===== config.mk =====
export PLATFORM = sky130hd
export DESIGN_NAME = mem_stage_lsu
export DESIGN_NICKNAME = d
export VERILOG_FILES = /design/src/rtl/mem_stage_lsu.sv
export SDC_FILE = /design/constraint.sdc
export NUM_CORES = 1
export LEC_CHECK = 0
export CORE_UTILIZATION = 40
export DETAILED_ROUTE_END_ITERATION = 16
export GPL_TIMING_DRIVEN = 1
export PLACE_DENSITY = 0.82
export SKIP_CTS_REPAIR_TIMING = 1
export SLEW_MARGIN = 25
export SYNTH_ARGS = -nofsm -noshare
export SYNTH_HDL_FRONTEND = slang
export SYNTH_SLANG_ARGS = --single-unit
export TNS_END_PERCENT = 10

===== constraint.sdc =====
create_clock -name clk_i -period 4.75 [get_ports clk_i]
set_input_delay 0.475 -clock clk_i [delete_from_list [all_inputs] [get_ports clk_i]]
set_output_delay 0.475 -clock clk_i [all_outputs]
set_load 0.03 [all_outputs]

===== src/rtl/mem_stage_lsu.sv =====
// Memory-stage load/store unit.
// Takes the M-stage effective address and decoded op, runs one req/gnt/rvalid
// transaction on the data-memory port, and freezes the pipeline while it is
// outstanding. Produces byte enables, lane-replicated write data and the
// sign/zero-extended load result for the W stage.
//
// Handshake: dmem_req_o is held high, with addr/we/be/wdata stable, until a cycle
// in which dmem_gnt_i is also high; that cycle is the transfer. For loads, the
// read data is taken in the first WAIT cycle that sees dmem_rvalid_i; rvalid seen
// in any other state is dropped.
module mem_stage_lsu #(
    parameter int TIMEOUT_CYC = 16
) (
    input  logic        clk_i,
    input  logic        rst_i,
    input  logic        m_valid_i,
    input  logic        m_is_load_i,
    input  logic        m_is_store_i,
    input  logic [1:0]  m_size_i,
    input  logic        m_unsigned_i,
    input  logic [31:0] m_alu_data_i,
    input  logic [31:0] m_store_data_i,
    output logic        dmem_req_o,
    output logic        dmem_we_o,
    output logic [31:0] dmem_addr_o,
    output logic [3:0]  dmem_be_o,
    output logic [31:0] dmem_wdata_o,
    input  logic        dmem_gnt_i,
    input  logic        dmem_rvalid_i,
    input  logic [31:0] dmem_rdata_i,
    output logic        stall_o,
    output logic        lsu_err_o,
    output logic        load_valid_o,
    output logic [31:0] load_data_o,
    output logic [1:0]  dbg_state_o
);

    localparam int CW = $clog2(TIMEOUT_CYC + 1);
    // Counter value in the last cycle allowed without progress.
    localparam logic [CW-1:0] CNT_LAST = CW'(TIMEOUT_CYC - 1);

    typedef enum logic [1:0] {
        S_IDLE = 2'd0,
        S_REQ  = 2'd1,
        S_WAIT = 2'd2,
        S_DONE = 2'd3
    } state_t;

    state_t        r_state;
    logic [CW-1:0] r_cnt;
    logic [31:0]   r_addr;
    logic [1:0]    r_off;
    logic [1:0]    r_size;
    logic          r_uns;
    logic          r_we;
    logic [3:0]    r_be;
    logic [31:0]   r_wdata;
    logic          r_err;
    logic          r_load_valid;
    logic [31:0]   r_load_data;

    logic [1:0]    w_off;
    logic          w_any_op;
    logic          w_both_op;
    logic          w_bad_size;
    logic          w_misaligned;
    logic          w_accept;
    logic          w_error;
    logic [3:0]    w_be;
    logic [31:0]   w_wdata;
    logic [31:0]   w_rshift;
    logic [31:0]   w_ext;

    // Decode the incoming M-stage op: legality, byte enables and write data.
    always_comb begin
        w_off        = m_alu_data_i[1:0];
        w_any_op     = m_is_load_i | m_is_store_i;
        w_both_op    = m_is_load_i & m_is_store_i;
        w_bad_size   = (m_size_i == 2'b11);
        w_misaligned = ((m_size_i == 2'b01) & w_off[0]) |
                       ((m_size_i == 2'b10) & (w_off != 2'b00));
        w_accept     = m_valid_i & (m_is_load_i ^ m_is_store_i) & ~w_bad_size & ~w_misaligned;
        // Illegal shapes only matter when the op actually touches memory.
        w_error      = m_valid_i & (w_both_op | (w_any_op & (w_bad_size | w_misaligned)));
        w_be         = 4'b1111;
        w_wdata      = m_store_data_i;
        case (m_size_i)
            2'b00: begin
                w_be    = 4'b0001 << w_off;
                w_wdata = {4{m_store_data_i[7:0]}};
            end
            2'b01: begin
                w_be    = 4'b0011 << {w_off[1], 1'b0};
                w_wdata = {2{m_store_data_i[15:0]}};
            end
            default: begin
                w_be    = 4'b1111;
                w_wdata = m_store_data_i;
            end
        endcase
    end

    // Extract and extend the addressed lane of the returning read data.
    always_comb begin
        // Halves and words are aligned, so shifting by the byte offset also
        // lands them at bit 0.
        w_rshift = dmem_rdata_i >> {r_off, 3'b000};
        case (r_size)
            2'b00:   w_ext = {{24{~r_uns & w_rshift[7]}}, w_rshift[7:0]};
            2'b01:   w_ext = {{16{~r_uns & w_rshift[15]}}, w_rshift[15:0]};
            default: w_ext = dmem_rdata_i;
        endcase
    end

    // Transaction FSM with latched request fields, timeout counter and result pulses.
    always_ff @(posedge clk_i) begin
        if (rst_i) begin
            r_state      <= S_IDLE;
            r_cnt        <= '0;
            r_addr       <= '0;
            r_off        <= '0;
            r_size       <= '0;
            r_uns        <= 1'b0;
            r_we         <= 1'b0;
            r_be         <= '0;
            r_wdata      <= '0;
            r_err        <= 1'b0;
            r_load_valid <= 1'b0;
            r_load_data  <= '0;
        end else begin
            r_err        <= 1'b0;
            r_load_valid <= 1'b0;
            case (r_state)
                S_IDLE: begin
                    r_cnt <= '0;
                    if (w_accept) begin
                        r_addr  <= {m_alu_data_i[31:2], 2'b00};
                        r_off   <= w_off;
                        r_size  <= m_size_i;
                        r_uns   <= m_unsigned_i;
                        r_we    <= m_is_store_i;
                        r_be    <= w_be;
                        r_wdata <= w_wdata;
                        r_state <= S_REQ;
                    end else if (w_error) begin
                        r_err <= 1'b1;
                    end
                end
                S_REQ: begin
                    if (dmem_gnt_i) begin
                        r_cnt   <= '0;
                        r_state <= r_we ? S_DONE : S_WAIT;
                    end else if (r_cnt == CNT_LAST) begin
                        r_cnt   <= '0;
                        r_err   <= 1'b1;
                        r_state <= S_DONE;
                    end else begin
                        r_cnt <= r_cnt + 1'b1;
                    end
                end
                S_WAIT: begin
                    if (dmem_rvalid_i) begin
                        r_cnt        <= '0;
                        r_load_data  <= w_ext;
                        r_load_valid <= 1'b1;
                        r_state      <= S_DONE;
                    end else if (r_cnt == CNT_LAST) begin
                        r_cnt   <= '0;
                        r_err   <= 1'b1;
                        r_state <= S_DONE;
                    end else begin
                        r_cnt <= r_cnt + 1'b1;
                    end
                end
                default: begin
                    r_cnt   <= '0;
                    r_state <= S_IDLE;
                end
            endcase
        end
    end

    // Stall covers the accept cycle (combinational) plus every REQ/WAIT cycle.
    always_comb begin
        stall_o = ((r_state == S_IDLE) & w_accept) | (r_state == S_REQ) | (r_state == S_WAIT);
    end

    assign dmem_req_o   = (r_state == S_REQ);
    assign dmem_we_o    = r_we;
    assign dmem_addr_o  = r_addr;
    assign dmem_be_o    = r_be;
    assign dmem_wdata_o = r_wdata;
    assign lsu_err_o    = r_err;
    assign load_valid_o = r_load_valid;
    assign load_data_o  = r_load_data;
    assign dbg_state_o  = r_state;

endmodule

==> results.sh, run 1 <==
export IMPL_clock_fmax_ghz=0.321
export IMPL_synth_seq_cells=113
export IMPL_synth_cell_types=48
export IMPL_preCtsSetupSlack_ns=1.67
export IMPL_ys_flop_type="dfxtp_1"
export IMPL_cts_num_sinks=113
export IMPL_vdd_drop_max_uv=245
export IMPL_synth_seq_area_share_pct=44.1
export IMPL_ioPinCount=213
export IMPL_viasPerCell=5.50
export IMPL_async_flop_share_pct=0
export IMPL_fin_ws_ns=1.64
export IMPL_vias=5311
export IMPL_dieArea_sq_um=13300
export IMPL_hold_slack_ns=0.451
export IMPL_tns_ns=0
export IMPL_relSlewSlack_pct=34.7
export IMPL_cts_buffers=17
export IMPL_cp_end_kind="output port"
export IMPL_overflow=0
export IMPL_leakagePower_nw=2.65
export IMPL_synth_top_family_by_area="compound AO/OA/AOI/OAI gates"
export IMPL_antenna_cells=0
export IMPL_finalNetCount=899
export IMPL_cts_root_buf="clkbuf_16"
export IMPL_critPathArrivalTime_ns=2.64
export IMPL_period_share_pct=65.5
export IMPL_period_needed_ns=3.11
export IMPL_wl_per_cell_um=17.0
export IMPL_drt_iter0_drc=453
export IMPL_grt_pass1_vias=5096
export IMPL_hold_class="reg -> reg"
export IMPL_muxShareOfSynthArea_pct=7.35
export IMPL_htree_levels=4
export IMPL_antenna_found_initial=0
export IMPL_grt_use_total_pct=24.8
export IMPL_cts_clk_slew_worst_paths_ns=0.05
export IMPL_ant_nets=0
export IMPL_grt_max_degree=110
export IMPL_powerDensity_nw_per_um2=356
export IMPL_drive_gt1_share_pct=5.76
export IMPL_core_sq_um=12300
export IMPL_crit_type="in -> out"
export IMPL_cts_tree="yes"
export IMPL_synth_compound_area_share_pct=24.0
export IMPL_syn_area_sq_um=5120
export IMPL_synth_xor_area_share_pct=0.342
export IMPL_critPathLaunchType="input pin"
export IMPL_power_mw=2.75
export IMPL_r2r_start="dbg_state_o[1]"
export IMPL_status="complete, no violations"
export IMPL_finalSetupViolCount=0
export IMPL_syn_inst=603
export IMPL_crit_fanout=23
export IMPL_clk_latency_ns=0.41
export IMPL_num_rows=40
export IMPL_rrSetupSlack_ns=2.39
export IMPL_worst_slew_pin_transition_ns=0.978
export IMPL_reg2reg_to="dmem_wdata_o[9]"
export IMPL_gp_congestion=0.863
export IMPL_reg2reg_depth=6
export IMPL_finalHoldViolations=0
export IMPL_cp_required_ns=4.28
export IMPL_die_y_um=115
export IMPL_fillers=1036
export IMPL_yosys_area_share_simple_pct=15.8
export IMPL_clockBufferDepth=2
export IMPL_syn_mean_instance_area_sq_um=8.50
export IMPL_initial_utilization_pct=41.8
export IMPL_die_w_um=115
export IMPL_startpoint="m_size_i[0]"
export IMPL_crit_end="stall_o"
export IMPL_fin_worst_skew_ns=0.00610
export IMPL_firstDrtPassIters=5
export IMPL_rsz0062_at_grt="no"
export IMPL_placed_area_sq_um=7190
export IMPL_dpl_hpwl_um=11400
export IMPL_stdcell_area_sq_um=7710
export IMPL_synth_edf_count=0
export IMPL_wirelength_um=16400
export IMPL_grt_pass1_wl_um=25200
export IMPL_slew_viol_final=0
export IMPL_synth_warnings=0
export IMPL_syn2layout_area_growth_pct=50.4
export IMPL_cap_viol_max_count=0
export IMPL_portBuffers=210
export IMPL_drc_errors=0
export IMPL_yosys_area_share_adder_pct=1.71
## cell usage in the layout, fill, tap and decap left out, drive strengths merged, types with 2 or more instances in the layout
master and count:
nand2 124, nor2b 3, nand2b 5, a21oi 81
a221o 2, nand3 4, xor2 2, o2111ai 2
o221ai 7, nor2 53, dfxtp 113, nor3 4
clkinv 8, conb 2, o2bb2ai 7, and2 2
mux2 3, inv 7, a2bb2oi 7, a22oi 7
clkdlybuf4s50 209, a311oi 12, o211ai 9, a211oi 34
mux2i 32, buf 7, o21ai 11, clkbuf 24
ha 7
## worst max-delay path, stage by stage
cell and delay [ns]:
clkdlybuf4s50_1 0.45, buf_4 0.27, a21oi_1 0.21, o2111a_2 0.30
or3_1 0.32, clkdlybuf4s50_1 0.60
## cell type report
cell class / count / area (sq um) / share of cell area (%)
tap: 168 / 210 / 2.73
clock inverter: 7 / 35.0 / 0.454
multi-input combinational: 430 / 2540 / 32.9
clock buffer: 24 / 482 / 6.25
inverter: 8 / 30.0 / 0.390
sequential: 113 / 2260 / 29.4
timing repair buffer: 216 / 2150 / 27.9
## metrics by stage
stage	utilization, %	cells
floorplan	-	604
global placement	58.6	935
detailed placement	58.6	935
CTS	62.8	966
global route	62.9	966
finish	62.9	966
## synth_stat cells (2+ instances only)
cell,instances,area share (%)
dfxtp_1,113,44
and2_1,2,0.24
nand3_1,4,0.39
nor2b_1,3,0.37
nand2b_1,5,0.61
o2bb2ai_1,7,1.2
a21oi_1,81,7.9
clkbuf_1,25,1.8
nor3_1,3,0.29
a311oi_1,11,1.9
buf_4,6,0.88
nand2_1,123,9.0
xor2_1,2,0.34
a2bb2oi_1,7,1.2
o211ai_1,9,1.3
a221o_1,2,0.39
ha_1,7,1.7
o221ai_1,7,1.2
inv_1,7,0.51
o21ai_0,11,1.1
dlygate4sd1_1,5,0.85
buf_2,10,0.98
mux2_2,3,0.66
nor2_1,53,3.9
buf_6,4,0.88
a211oi_1,33,4.8
mux2i_1,32,6.3
clkbuf_8,2,0.54
a22oi_1,7,1.0
## registers in the layout, summed over array words and instances, names as in the netlist
name	flops
dbg_state_o	2
r_cnt	5
r_size	2
dmem_addr_o	30
load_data_o	32
dmem_we_o	1
lsu_err_o	1
dmem_be_o	4
dmem_wdata_o	32
r_uns	1
load_valid_o	1
r_off	2
## kinds of logic (layout without fill, tap and decap cells)
| kind of cell | Yosys count | count (layout) |
|---|---|---|
| buf+inv | 61 | 255 |
| mux | 36 | 36 |
| other cells | 1 | 2 |
| flops | 113 | 113 |
| fa+ha+maj | 7 | 7 |
| xor+xnor | 2 | 2 |
| compound gates | 184 | 184 |
| simple gates | 199 | 199 |
## report_power, final
| part | leakage [nW] | switching (mW) | internal (mW) |
|---|---|---|---|
| clock network | 0.263 | 0.417 | 0.696 |
| logic | 1.47 | 0.333 | 0.259 |
| registers | 0.916 | 0.0396 | 1.00 |
## worst min path at each step
stage,start,cells after the start,endpoint
floorplan,r_cnt[0],1,r_cnt[0]
global placement,r_cnt[0],1,r_cnt[0]
detailed placement,load_data_o[6],2,load_data_o[6]
CTS,load_data_o[6],2,load_data_o[6]
global route,load_data_o[6],2,load_data_o[6]
finish,dmem_addr_o[17],2,dmem_addr_o[17]
## routing by layer
layer / up-vias / track usage (%) / wire (um)
met3: 44 / 6.11 / 1250
met5: - / 0 / 0
met2: 266 / 42.1 / 8220
met1: 2503 / 28.6 / 6400
li1: 2498 / - / -
met4: 0 / 14.3 / 559
Power figures use the tool's default switching activity.
==> inputs of run 2 (changes only) <==
--- a/config.mk
+++ b/config.mk
@@ -5,10 +5,10 @@
 export SDC_FILE = /design/constraint.sdc
 export NUM_CORES = 1
 export LEC_CHECK = 0
-export CORE_UTILIZATION = 40
+export CORE_UTILIZATION = 39
 export DETAILED_ROUTE_END_ITERATION = 16
 export GPL_TIMING_DRIVEN = 1
-export PLACE_DENSITY = 0.82
+export PLACE_DENSITY = 0.83
 export SKIP_CTS_REPAIR_TIMING = 1
 export SLEW_MARGIN = 25
 export SYNTH_ARGS = -nofsm -noshare
==> constraint.sdc (replaced) <==
create_clock -name clk_i -period 2.8 [get_ports clk_i]
set_input_delay 0.28 -clock clk_i [delete_from_list [all_inputs] [get_ports clk_i]]
set_output_delay 0.28 -clock clk_i [all_outputs]
set_load 0.03 [all_outputs]
==> results.sh, run 2 (synthesized netlist as in run 1, its figures left out) <==
export IMPL_relSlewSlack_pct=41.9
export IMPL_core_sq_um=12700
export IMPL_htree_levels=4
export IMPL_crit_type="reg -> out"
export IMPL_firstDrtPassIters=5
export IMPL_finalNetCount=905
export IMPL_antenna_cells=0
export IMPL_rrSetupSlack_ns=0.80
export IMPL_cts_tree="yes"
export IMPL_wl_met3_um=873
export IMPL_clk_latency_ns=0.41
export IMPL_wl_met1_um=6810
export IMPL_tns_ns=0
export IMPL_wl_met2_um=7500
export IMPL_clock_fmax_ghz=0.435
export IMPL_cp_end_kind="output port"
export IMPL_finalSetupViolCount=0
export IMPL_highest_layer="met4"
export IMPL_finalHoldViolations=0
export IMPL_ant_nets=0
export IMPL_cts_clk_slew_worst_paths_ns=0.05
export IMPL_fillers=1102
export IMPL_rsz0062_at_grt="no"
export IMPL_fin_worst_skew_ns=0.00716
export IMPL_antenna_found_initial=0
export IMPL_die_y_um=117
export IMPL_dieArea_sq_um=13600
export IMPL_syn2layout_area_growth_pct=53.3
export IMPL_vias=5078
export IMPL_utilization_pct=61.8
export IMPL_crit_fanout=8
export IMPL_period_share_pct=82.0
export IMPL_grt_pass1_vias=4561
export IMPL_grt_use_total_pct=22.7
export IMPL_period_needed_ns=2.30
export IMPL_wl_per_cell_um=16.1
export IMPL_cts_buffers=17
export IMPL_clockBufferDepth=2
export IMPL_viasPerCell=5.21
export IMPL_grt_pass1_wl_um=23400
export IMPL_startpoint="dbg_state_o[0]"
export IMPL_r2r_start="dbg_state_o[0]"
export IMPL_drt_iter0_drc=447
export IMPL_critPathArrivalTime_ns=2.02
export IMPL_grt_max_degree=63
export IMPL_leakagePower_nw=2.72
export IMPL_status="complete, no violations"
export IMPL_cts_root_buf="clkbuf_16"
export IMPL_vdd_drop_max_uv=300
export IMPL_ioPinCount=213
export IMPL_drc_errors=0
export IMPL_hold_class="in -> reg"
export IMPL_overflow=0
export IMPL_cp_required_ns=2.52
export IMPL_holdCritStartpoint="rst_i"
export IMPL_cap_viol_max_count=0
export IMPL_most_common_layout_cells="clkdlybuf4s50_1, nand2_1, dfxtp_1"
export IMPL_wirelength_um=15700
export IMPL_slew_viol_final=0
export IMPL_portBuffers=210
export IMPL_final_common_cell="clkdlybuf4s50_1"
export IMPL_cts_num_sinks=113
export IMPL_die_w_um=117
export IMPL_initial_utilization_pct=40.3
export IMPL_num_rows=41
export IMPL_critPathLaunchType="register"
export IMPL_worst_slew_pin_transition_ns=0.870
export IMPL_drive_gt1_share_pct=6.35
export IMPL_powerDensity_nw_per_um2=628
export IMPL_gp_congestion=0.904
export IMPL_dpl_hpwl_um=11000
[run 2: final timing paths]
check                   endpoint  cells past startpoint
hold reg to reg         r_cnt[0]                      1
hold / removal    dmem_addr_o[2]                      2
setup reg to reg  load_data_o[4]                      6
setup / recovery         stall_o                      5
[run 2: cell type report]
class                   count  area, sq um  share of cell area [%]
multi-input cells         430         2540                    32.3
flip-flops and latches    113         2260                    28.8
repair buffers            222         2220                    28.3
clock buffers              24          482                    6.13
well taps                 172          215                    2.74
clock inverters             6          105                    1.34
inverters                   8         30.0                   0.382
[run 2: power breakdown]
group / switching, mW / internal (mW) / leakage [nW] / total (mW)
sequential: 0.0625 / 1.70 / 0.916 / 1.76
clock: 0.705 / 1.45 / 0.290 / 2.16
combinational: 0.563 / 0.451 / 1.52 / 1.01
total: 1.33 / 3.61 / 2.72 / 4.94
[run 2: layer usage]
| layer | vias up | GRT usage, % |
|---|---|---|
| met1 | 2359 | 28.8 |
| met5 | - | 0 |
| met4 | 0 | 11.8 |
| met2 | 180 | 36.5 |
| li1 | 2505 | - |
| met3 | 34 | 4.41 |
[run 2: worst max-delay path: stages (launching register included)]
cell,delay (ns)
dfxtp_1,0.44
inv_1,0.10
ha_1,0.33
o2111a_2,0.23
or3_1,0.33
buf_4,0.18
[run 2: per-stage QoR]
stage / hold slack (ns) / std cells / worst slack (ns) / instance area [sq um] / total power [mW]
3_5_place_dp: 0.439 / 945 / 0.590 / 7270 / 2.80
3_3_place_gp: 0.432 / 945 / 0.650 / 7270 / 2.79
5_1_grt: 0.371 / 975 / 0.401 / 7860 / 5.12
6_report: 0.353 / 975 / 0.503 / 7860 / 4.94
2_1_floorplan: 0.416 / 604 / 0.739 / 5130 / 2.36
4_1_cts: 0.342 / 975 / 0.500 / 7860 / 4.96
==> inputs of run 3 (changes only) <==
--- a/config.mk
+++ b/config.mk
@@ -5,10 +5,10 @@
 export SDC_FILE = /design/constraint.sdc
 export NUM_CORES = 1
 export LEC_CHECK = 0
-export CORE_UTILIZATION = 39
+export CORE_UTILIZATION = 40
 export DETAILED_ROUTE_END_ITERATION = 16
 export GPL_TIMING_DRIVEN = 1
-export PLACE_DENSITY = 0.83
+export PLACE_DENSITY = 0.82
 export SKIP_CTS_REPAIR_TIMING = 1
 export SLEW_MARGIN = 25
 export SYNTH_ARGS = -nofsm -noshare
==> constraint.sdc (replaced) <==
create_clock -name clk_i -period 2.3 [get_ports clk_i]
set_input_delay 0.23 -clock clk_i [delete_from_list [all_inputs] [get_ports clk_i]]
set_output_delay 0.23 -clock clk_i [all_outputs]
set_load 0.03 [all_outputs]
==> results.sh, run 3 (synthesized netlist as in run 1, its figures left out) <==
export IMPL_status="complete, no violations"
export IMPL_wirelength_um=16800
export IMPL_cts_root_buf="clkbuf_16"
export IMPL_fin_cells=982
export IMPL_finalHoldViolations=0
export IMPL_dieArea_sq_um=13300
export IMPL_hold_class="in -> reg"
export IMPL_antenna_cells=0
export IMPL_cp_required_ns=2.07
export IMPL_comb_power_share_pct=20.1
export IMPL_dp_cells=950
export IMPL_die_w_um=115
export IMPL_cp_end_kind="output port"
export IMPL_reg2reg_depth=5
export IMPL_slowest_stage="dfxtp_1"
export IMPL_powerDensity_nw_per_um2=790
export IMPL_finalNetCount=914
export IMPL_drive_gt1_share_pct=8.23
export IMPL_grt_max_degree=63
export IMPL_period_needed_ns=2.16
export IMPL_slowest_delay_ns=0.43
export IMPL_relSlewSlack_pct=49.7
export IMPL_htree_levels=4
export IMPL_drc_errors=0
export IMPL_crit_type="reg -> out"
export IMPL_syn2layout_area_growth_pct=55.7
export IMPL_ioPinCount=213
export IMPL_ant_nets=0
export IMPL_num_rows=40
export IMPL_power_frac_clock_pct=45.8
export IMPL_most_common_layout_cells="clkdlybuf4s50_1, nand2_1, dfxtp_1"
export IMPL_die_y_um=115
export IMPL_cap_viol_max_count=0
export IMPL_grt_pass1_wl_um=25900
export IMPL_critPathArrivalTime_ns=1.93
export IMPL_fin_ws_ns=0.138
export IMPL_cts_clk_slew_worst_paths_ns=0.05
export IMPL_portBuffers=210
export IMPL_drt_iter0_drc=499
export IMPL_utilization_pct=65.1
export IMPL_tns_ns=0
export IMPL_cts_tree="yes"
export IMPL_cts_num_sinks=113
export IMPL_firstDrtPassIters=5
export IMPL_finalSetupViolCount=0
export IMPL_clk_latency_ns=0.41
export IMPL_internal_power_mw=4.63
export IMPL_initial_utilization_pct=41.8
export IMPL_stdcell_area_sq_um=7980
export IMPL_placed_area_sq_um=7320
export IMPL_crit_fanout=8
export IMPL_wl_per_cell_um=17.1
export IMPL_period_share_pct=94.0
export IMPL_grt_use_total_pct=25.5
export IMPL_fin_worst_skew_ns=0.00439
export IMPL_vias=5303
export IMPL_worst_slew_pin_transition_ns=0.752
export IMPL_min_path_cells=2
export IMPL_core_sq_um=12300
export IMPL_preCtsSetupSlack_ns=0.156
export IMPL_rsz0062_at_grt="no"
export IMPL_gp_congestion=0.909
export IMPL_final_common_cell="clkdlybuf4s50_1"
export IMPL_clock_fmax_ghz=0.463
export IMPL_switching_power_mw=1.68
export IMPL_clockBufferDepth=2
export IMPL_grt_pass1_vias=5279
export IMPL_viasPerCell=5.40
export IMPL_cp_cell_sequence="inv_1 > ha_2 > o2111a_2 > or3_1 > buf_4"
export IMPL_slew_viol_final=0
export IMPL_antenna_found_initial=0
export IMPL_switching_share_pct=26.6
export IMPL_vdd_drop_max_uv=414
export IMPL_seqPwrFrac_pct=34.0
export IMPL_dpl_hpwl_um=11900
export IMPL_overflow=0
export IMPL_leakagePower_nw=2.79
export IMPL_cts_buffers=17
export IMPL_critPathLaunchType="register"
export IMPL_fillers=1013
run 3: per-layer routing:
metal,vias up,global-route usage (%),routed length [um]
met4,0,15.7,668
met3,54,5.27,1010
li1,2526,-,-
met1,2480,29.7,6980
met2,243,43.0,8160
met5,-,0,0
run 3: worst paths after layout:
kind	start	endpoint	slack, ns
max	dbg_state_o[0]	stall_o	0.14
max reg2reg	dbg_state_o[0]	load_data_o[22]	0.38
min reg2reg	dmem_addr_o[15]	dmem_addr_o[15]	0.45
min	rst_i	dmem_wdata_o[27]	0.19
run 3: stage by stage:
stage | power [mW] | hold WS, ns
after floorplan | 2.87 | 0.366
after global placement | 3.40 | 0.431
after detailed placement | 3.43 | 0.451
final | 6.30 | 0.190
after global routing | 6.52 | 0.196
after CTS | 6.33 | 0.179
run 3: critical path, delay by kind of cell (launching register included):
kind / cells / cell delay, ns
DFF: 1 / 0.43
and+or+nand+nor: 1 / 0.35
AOI/OAI and AO/OA: 1 / 0.20
adders and majority gates: 1 / 0.26
buffers and inverters: 2 / 0.28
run 3: power groups by stage:
stage	Sequential (mW)	Clock [mW]	Combinational [mW]
CTS	2.14	2.92	1.26
detailed placement	2.18	0	1.25
finish	2.15	2.89	1.27
global placement	2.18	0	1.22
global route	2.16	3.02	1.35
floorplan	2.37	0	0.497
run 3: layout make-up:
cell class | count | area, sq um | share of cell area, %
multi-input cells | 430 | 2540 | 31.9
repair buffers | 231 | 2280 | 28.6
flip-flops and latches | 113 | 2260 | 28.4
clock buffers | 21 | 470 | 5.90
well taps | 168 | 210 | 2.63
clock inverters | 11 | 183 | 2.29
inverters | 8 | 30.0 | 0.376
